[src/rtl/result_serializer.sv]
// Captures the four 2x2 array accumulations on start and streams them out as bytes over valid/ready.
// Build option RESULT_SAT8_EN: clip each word to signed 8 bits at capture and send 4 bytes instead of 8.
module result_serializer #(
  parameter bit LSB_FIRST = 1'b1
) (
  input  logic               clk,
  input  logic               rst_n,
  input  logic               start,
  input  logic signed [15:0] c00,
  input  logic signed [15:0] c01,
  input  logic signed [15:0] c10,
  input  logic signed [15:0] c11,
  output logic [7:0]         out_data,
  output logic               out_valid,
  input  logic               out_ready,
  output logic               busy,
  output logic               done,
  output logic               sat_flag
);

`ifdef RESULT_SAT8_EN
  localparam int N = 4;
`else
  localparam int N = 8;
`endif

  typedef enum logic {IDLE, SEND} state_t;

  state_t      state, state_nxt;
  logic [2:0]  idx;
  logic [63:0] cap;
  logic [63:0] cap_in;
  logic        clip_in;
  logic        cap_en, adv, last;

  function automatic logic [7:0] sat8(input logic signed [15:0] v);
    if (v > 16'sd127)       return 8'h7F;
    else if (v < -16'sd128) return 8'h80;
    else                    return v[7:0];
  endfunction

  function automatic logic is_clip(input logic signed [15:0] v);
    return (v > 16'sd127) || (v < -16'sd128);
  endfunction

  // Word j lives at cap[16*j +: 16]; in the 8-bit build only its low byte is meaningful.
  function automatic logic [7:0] sel_byte(input logic [63:0] w, input logic [2:0] i);
`ifdef RESULT_SAT8_EN
    return w[{i[1:0], 4'b0000} +: 8];
`else
    logic hi;
    hi = LSB_FIRST ? i[0] : ~i[0];
    return w[{i[2:1], hi, 3'b000} +: 8];
`endif
  endfunction

  always_comb begin
`ifdef RESULT_SAT8_EN
    cap_in  = {8'h00, sat8(c11), 8'h00, sat8(c10), 8'h00, sat8(c01), 8'h00, sat8(c00)};
    clip_in = is_clip(c00) | is_clip(c01) | is_clip(c10) | is_clip(c11);
`else
    cap_in  = {c11, c10, c01, c00};
    clip_in = 1'b0;
`endif
  end

  always_comb begin
    state_nxt = state;
    cap_en    = 1'b0;
    adv       = 1'b0;
    last      = 1'b0;
    case (state)
      IDLE: begin
        if (start) begin
          cap_en    = 1'b1;
          state_nxt = SEND;
        end
      end
      SEND: begin
        if (out_ready) begin
          if (idx == 3'(N - 1)) begin
            last      = 1'b1;
            state_nxt = IDLE;
          end else begin
            adv = 1'b1;
          end
        end
      end
      default: state_nxt = IDLE;
    endcase
  end

  always_ff @(posedge clk or negedge rst_n) begin
    if (!rst_n) begin
      state    <= IDLE;
      idx      <= 3'd0;
      cap      <= 64'd0;
      out_data <= 8'h00;
      done     <= 1'b0;
      sat_flag <= 1'b0;
    end else begin
      state <= state_nxt;
      done  <= last;
      // out_data is preloaded one step ahead so the byte is valid the cycle SEND is entered.
      if (cap_en) begin
        cap      <= cap_in;
        idx      <= 3'd0;
        out_data <= sel_byte(cap_in, 3'd0);
        sat_flag <= clip_in;
      end else if (adv) begin
        idx      <= idx + 3'd1;
        out_data <= sel_byte(cap, idx + 3'd1);
      end else if (last) begin
        idx      <= 3'd0;
        out_data <= 8'h00;
      end
    end
  end

  assign out_valid = (state == SEND);
  assign busy      = (state == SEND);

endmodule

[config.mk]
export PLATFORM = sky130hd
export DESIGN_NAME = result_serializer
export DESIGN_NICKNAME = d
export VERILOG_FILES = /design/src/rtl/result_serializer.sv
export SDC_FILE = /design/constraint.sdc
export NUM_CORES = 1
export LEC_CHECK = 0
export CELL_PAD_IN_SITES_DETAIL_PLACEMENT = 1
export CELL_PAD_IN_SITES_GLOBAL_PLACEMENT = 1
export CORE_MARGIN = 2
export CORE_UTILIZATION = 41
export CTS_CLUSTER_DIAMETER = 200
export DETAILED_ROUTE_END_ITERATION = 6
export GPL_ROUTABILITY_DRIVEN = 0
export GPL_TIMING_DRIVEN = 0
export PLACE_DENSITY = 0.89
export SLEW_MARGIN = 10
export SYNTH_ARGS = -nofsm -noshare
export SYNTH_HDL_FRONTEND = slang
export SYNTH_SLANG_ARGS = --single-unit
[constraint.sdc]
create_clock -name clk -period 1.88 [get_ports clk]
set_input_delay 0.188 -clock clk [delete_from_list [all_inputs] [get_ports clk]]
set_output_delay 0.188 -clock clk [all_outputs]
set_load 0.02 [all_outputs]
==> results.py, run 1 <==
metrics = {
    "logic_synthesis": {
        "syn_nets": 315,
        "ys_ff_latch": 77,
        "synth.avg_cell_area_um2": 15.0,
        "synth_cells": 245,
        "synth_compound_area_frac": 0.0690,
        "synth_xor_area_frac": 0,
        "synth_top_family_by_area": "multiplexers",
        "synth_area_leaders": "dfrtp_1 (53%), mux2_2 (22%), mux4_1 (5.0%)",
        "synth_area_um2": 3660,
        "yosys.area.top_type": "dfrtp_1",
        "ys_warn_count": 0,
        "ys_types": 25,
        "synth-seq-area-share": 0.526,
        "synth_top_area_share": 0.526,
        "synth_fa_ha_area_frac": 0.00683,
        "synthMuxAreaShare": 0.321,
        "yosys.area_share.simple": 0.0283,
    },
    "timing": {
        "finalMaxSlewViolations": 0,
        "max-slew-margin-rel": 0.666,
        "fin_crit_sh": 0.949,
        "setup_viol_count_final": 0,
        "final.setup.tns_ps": 0,
        "worst_hold_slack_ps": 295,
        "clock_skew_ps": 10.2,
        "fmax_ghz": 0.561,
        "timing.final.crit_period_ps": 1780,
        "rsz0062_at_grt": "false",
        "hold_viol_final": 0,
        "worst_pin_slew_ps": 500,
    },
    "route": {
        "initialDrtViolationCount": 62,
        "drtPass1Iterations": 5,
        "wl_met1_mm": 3.92,
        "wl_per_cell_um": 20.5,
        "drcViolationCount": 0,
        "wl_met3_um": 336,
        "highest_layer": "met4",
        "wl_met2_mm": 4.83,
        "wirelength_mm": 9.25,
        "vias": 2434,
        "antenna_left": 0,
        "via_per_inst": 5.41,
    },
    "clock_network": {
        "cts_tree": "yes",
        "clk_latency_ps": 350,
        "clock_sinks": 77,
        "cts-root-buf": "clkbuf_8",
        "htree_levels": 3,
        "cts_max_path_buffers": 2,
        "cts_made_buffers": 9,
        "clkSlewWorstSetupHoldPaths_ps": 80,
    },
    "worst_setup_path": {
        "arrival_ps": 2020,
        "end_kind": "flop",
        "cp.required_ps": 2120,
        "startpoint_type": "flop",
        "regToRegEndpoint": "out_data[2]",
        "r2r_cells": 5,
        "crit_type": "flop to flop",
        "slowest_delay_ps": 420,
        "reg2reg_slack_ps": 100,
        "r2r_start": "idx[1]",
        "crit_path_top_delay_cell": "dfrtp_1",
        "cp_max_fo": 10,
        "worstPathCellList": "ha_2 -> buf_4 -> mux4_1 -> nor2b_1 -> o31ai_2",
    },
    "run_status": {
        "status": "complete, no violations",
    },
    "floorplan": {
        "rows": 34,
        "coreArea_um2": 8680,
        "pin_count": 80,
        "die_height_um": 98.5,
        "die_w_um": 98.5,
        "dieArea_um2": 9710,
        "start_util": 0.422,
    },
    "power_and_ir_drop": {
        "pwr-share-clk": 0.165,
        "comb_power_share": 0.452,
        "power.leakage_uw": 0.00207,
        "sequentialPowerShare": 0.382,
        "p_sw_frac": 0.340,
        "powerDensity_nw_per_um2": 1580,
        "internal_power_uw": 5040,
        "ir_drop_mv": 0.636,
        "p_switching_uw": 2600,
    },
    "grt": {
        "antenna_found_initial": 0,
        "grt_pass1_wl_mm": 14.5,
        "groute.usage.overall": 0.199,
        "grt_max_degree": 42,
        "grt_overflow": 0,
        "grt_pass1_vias": 2706,
    },
    "min_path": {
        "holdPathStages": 3,
        "hold_end": "busy",
        "hp-start": "start",
        "hold_path_class": "input port to flop",
    },
    "cells_and_area": {
        "num-nets-final": 407,
        "drive_gt1_frac": 0.325,
        "area_delta_synth_final_pct": 31.8,
        "diodes": 0,
    },
    "job": {
        "drv_cap": 0,
    },
    "placed_design": {
        "io_buffers": 77,
        "hpwlAfterDp_mm": 6.68,
    },
}
-- kinds of logic (layout without fill, tap and decap cells) --
| kind of cell | Yosys count | after routing |
|---|---|---|
| compound gates | 30 | 30 |
| fa+ha+maj | 2 | 2 |
| buf+inv | 19 | 116 |
| flops | 77 | 77 |
| mux | 96 | 96 |
| other cells | 1 | 1 |
| simple gates | 20 | 20 |
-- power by group through the flow --
stage	Clock, uW	Sequential, uW	Combinational (uW)
final	1260	2920	3450
after CTS	1270	2930	3440
after detailed placement	0	2950	3350
after global placement	0	2880	3170
after global routing	1340	3040	3690
after floorplan	0	2880	2290
-- cell type report --
class,count,area [um2]
fillers,890,3850
flip-flops and latches,77,1930
multi-input cells,149,1580
repair buffers,81,813
plain buffers,17,175
clock buffers,12,145
well taps,108,135
clock inverters,4,47.5
inverters,2,7.51
-- Yosys cell counts (all sizes together) --
master	number
o31ai	8
o22ai	5
a2bb2oi	8
conb	1
nand2	3
mux2	70
a22o	7
mux4	8
buf	14
dfrtp	77
inv	2
mux2i	18
and3	1
nor2	6
nand3b	1
nor2b	8
clkbuf	3
ha	2
o21ai	2
nand2b	1
-- through the flow --
stage	area [um2]	setup WS (ps)	instances	power, uW	util
detailed placement	4590	-105	431	6300	0.529
floorplan	3660	291	245	5160	-
finish	4830	96.0	450	7640	0.556
global placement	4570	-1990	430	6050	0.527
global route	4830	25.6	450	8070	0.556
CTS	4800	32.1	448	7640	0.553
-- routing by layer --
layer | vias up | global-route usage
met3 | 15 | 0.0376
met5 | - | 0
li1 | 1095 | -
met4 | 0 | 0.0674
met2 | 67 | 0.353
met1 | 1257 | 0.244
-- worst max-delay path: cells and delay by family, from the launching register on --
| kind | cells | cell delay [ps] |
|---|---|---|
| AOI/OAI and AO/OA | 1 | 80 |
| muxes | 1 | 360 |
| DFF | 1 | 420 |
| and+or+nand+nor | 1 | 190 |
| adders and majority gates | 1 | 400 |
| buffers and inverters | 1 | 210 |
-- cells in the final DEF, fill, tap and decap left out --
cell type / synthesis / final
o21ai_0: 2 / 2
nand2b_1: 1 / 1
clkinvlp_4: 0 / 1
nor2_1: 6 / 6
a2bb2oi_1: 8 / 8
clkbuf_1: 3 / 4
dlygate4sd3_1: 0 / 1
inv_1: 2 / 2
dfrtp_1: 77 / 77
conb_1: 1 / 1
clkdlybuf4s50_1: 0 / 76
nor2b_1: 8 / 7
o31ai_2: 4 / 4
a22o_1: 7 / 7
mux4_1: 7 / 7
clkbuf_8: 0 / 10
nand3b_1: 1 / 1
ha_4: 0 / 1
buf_12: 2 / 3
and3_1: 1 / 1
clkbuf_4: 0 / 1
buf_6: 8 / 8
nand2_1: 3 / 3
bufinv_16: 0 / 1
mux4_2: 1 / 1
o22ai_1: 5 / 5
o31ai_1: 4 / 4
nor2b_2: 0 / 1
mux2i_1: 18 / 18
buf_4: 3 / 7
clkinv_2: 0 / 2
ha_2: 0 / 1
mux2_2: 70 / 70
-- state kept, by name, summed over array words and instances (netlist names) --
name,count
cap,64
done,1
busy,1
out_data,8
idx,3
-- timing repair --
| item | CTS | global route |
|---|---|---|
| hold buffers | 1 | 0 |
| endpoints found under the hold margin | 36 | 0 |
| resized for setup | 4 | 2 |
| setup buffers | 0 | 2 |
| endpoints found under the setup margin | 8 | 5 |
-- worst max-delay path by stage --
stage	endpoint	cells past startpoint	slack, ps	startpoint
final	out_data[2]	5	100	idx[1]
after global routing	out_valid	2	30	busy
after CTS	out_data[1]	6	30	idx[0]
after detailed placement	out_data[1]	6	-110	idx[0]
after global placement	cap[27]	1	-1990	rst_n
after floorplan	out_data[0]	6	290	idx[0]
Note: power is estimated with default switching activity, not from simulation.
==> run 2, diff against run 1 <==
- CTS_BUF_LIST: default -> sky130_fd_sc_hd__clkbuf_16
==> run 2 against run 1 <==
Compared with the run above:
- die area unchanged
- setup slack got worse by 28 ps
- via count decreased by 1.1%
- utilization increased by 0.88 points
- routed wire length increased by 0.64%
- non-clock buffer count unchanged
- largest cell class unchanged
==> results.py, run 2 (synthesized netlist as in run 1, its figures left out) <==
metrics = {
    "route": {
        "antenna_left": 0,
        "wirelength_mm": 9.31,
        "via_per_inst": 5.35,
        "wl_per_cell_um": 20.7,
        "initialDrtViolationCount": 71,
        "drtPass1Iterations": 6,
        "vias": 2407,
        "drcViolationCount": 0,
    },
    "clock_network": {
        "cts_tree": "yes",
        "cts_max_path_buffers": 2,
        "htree_levels": 3,
        "clock_sinks": 77,
        "clk_latency_ps": 330,
        "clkSlewWorstSetupHoldPaths_ps": 60,
        "cts-root-buf": "clkbuf_16",
        "cts_made_buffers": 9,
    },
    "worst_setup_path": {
        "regToRegEndpoint": "out_data[1]",
        "cp.required_ps": 2100,
        "crit_path_top_delay_cell": "dfrtp_1",
        "slowest_delay_ps": 410,
        "arrival_ps": 2030,
        "r2r_cells": 6,
        "startpoint_type": "flop",
        "crit_type": "flop to flop",
        "worstPathCellList": "ha_2 -> ha_1 -> buf_2 -> nand2_1 -> o22ai_1 -> o31ai_1",
        "reg2reg_slack_ps": 70,
        "r2r_start": "idx[0]",
        "end_kind": "flop",
        "cp_max_fo": 10,
    },
    "min_path": {
        "hold_end": "busy",
        "holdPathStages": 3,
        "hp-start": "start",
        "hold_path_class": "input port to flop",
    },
    "cells_and_area": {
        "largest_reg_flops": 64,
        "ff_latch_area_um2": 1930,
        "reg.largest.list": "cap x64, out_data x8, idx x3",
        "area_delta_synth_final_pct": 33.9,
        "fill_cells": 890,
        "drive_gt1_frac": 0.319,
        "multiInputGateArea_um2": 1570,
        "stdcell_area_um2": 4900,
        "final_cell_mix": "dfrtp_1 (77), clkdlybuf4s50_1 (76), mux2_2 (70), mux2i_1 (18), clkbuf_16 (9)",
        "num-nets-final": 407,
        "final_common_cell": "dfrtp_1",
        "fin_cells": 450,
        "regMostFlops": "cap",
        "diodes": 0,
    },
    "floorplan": {
        "rows": 34,
        "dieArea_um2": 9710,
        "pin_count": 80,
        "start_util": 0.422,
        "die_w_um": 98.5,
        "coreArea_um2": 8680,
        "die_height_um": 98.5,
    },
    "timing": {
        "fmax_ghz": 0.552,
        "worst_pin_slew_ps": 531,
        "rsz0062_at_grt": "false",
        "setup_viol_count_final": 0,
        "hold_viol_final": 0,
        "max-slew-margin-rel": 0.646,
        "finalMaxSlewViolations": 0,
        "fin_crit_sh": 0.964,
        "fin_ws_ps": 67.6,
        "timing.final.crit_period_ps": 1810,
        "clock_skew_ps": 5.01,
    },
    "power_and_ir_drop": {
        "powerDensity_nw_per_um2": 1630,
        "power.leakage_uw": 0.00212,
        "p_total_uw": 8020,
        "ir_drop_mv": 0.533,
    },
    "placed_design": {
        "io_buffers": 77,
        "hpwlAfterDp_mm": 6.68,
        "place_ws_ps": -105,
        "place_area_um2": 4590,
        "placedCellCount": 431,
    },
    "grt": {
        "antenna_found_initial": 0,
        "grt_max_degree": 42,
        "grt_pass1_vias": 2708,
        "grt_overflow": 0,
        "groute.usage.overall": 0.202,
        "grt_pass1_wl_mm": 14.7,
    },
    "run_status": {
        "status": "complete, no violations",
    },
    "job": {
        "drv_cap": 0,
    },
}
-- run 2: cell count changes in the layout (fill, tap and decap cells not counted) --
cell	previous run	this run
clkbuf_4	1	0
ha_1	0	1
buf_2	0	1
clkbuf_1	4	2
ha_4	1	0
clkbuf_8	10	0
clkbuf_16	0	9
clkinv_1	0	1
inv_1	2	4
-- run 2: where the power goes --
group,internal [uW],total (uW),leakage [uW],switching (uW)
logic,1910,3410,0.00103,1500
clock network,1010,1690,0.000145,677
registers,2460,2920,0.000941,461
-- run 2: repair_timing --
item	CTS	global route
hold endpoints to repair	36	0
hold buffers	1	0
resized for setup	3	2
setup buffers	0	2
setup endpoints to repair	8	8
-- run 2: critical path, delay by kind of cell, from the launching register on --
kind                       cells  cell delay, ps
buffers and inverters          1             240
and+or+nand+nor                1             140
adders and majority gates      2             550
DFF                            1             410
AOI/OAI and AO/OA              2             360
-- run 2: worst max-delay path by stage --
stage,start,to,slack [ps],cells past startpoint
floorplan,idx[0],out_data[0],290,6
global placement,rst_n,cap[27],-1990,1
detailed placement,idx[0],out_data[1],-110,6
CTS,idx[0],out_data[1],20,6
global route,idx[0],out_data[1],20,6
finish,idx[0],out_data[1],70,6
-- run 2: stage by stage --
step / TNS, ps / hold WS (ps) / utilization
2_1_floorplan: 0 / -108 / -
3_3_place_gp: -153410 / 482 / 0.527
3_5_place_dp: -428 / 186 / 0.529
4_1_cts: 0 / 329 / 0.563
5_1_grt: 0 / 355 / 0.565
6_report: 0 / 326 / 0.565
-- run 2: final cells by class --
cell class,count,area share
repair buffers,81,0.166
clock inverters,7,0.0120
well taps,108,0.0276
flip-flops and latches,77,0.393
multi-input cells,149,0.319
clock buffers,9,0.0459
inverters,2,0.00153
plain buffers,17,0.0352
-- run 2: per-layer routing --
| metal | vias up | part of all wire | global-route usage | wire, um |
|---|---|---|---|---|
| li1 | 1096 | - | - | - |
| met1 | 1237 | 0.43 | 0.248 | 4020 |
| met2 | 64 | 0.52 | 0.356 | 4790 |
| met3 | 10 | 0.039 | 0.0426 | 362 |
| met4 | 0 | 0.014 | 0.0643 | 131 |
| met5 | - | 0 | 0 | 0 |
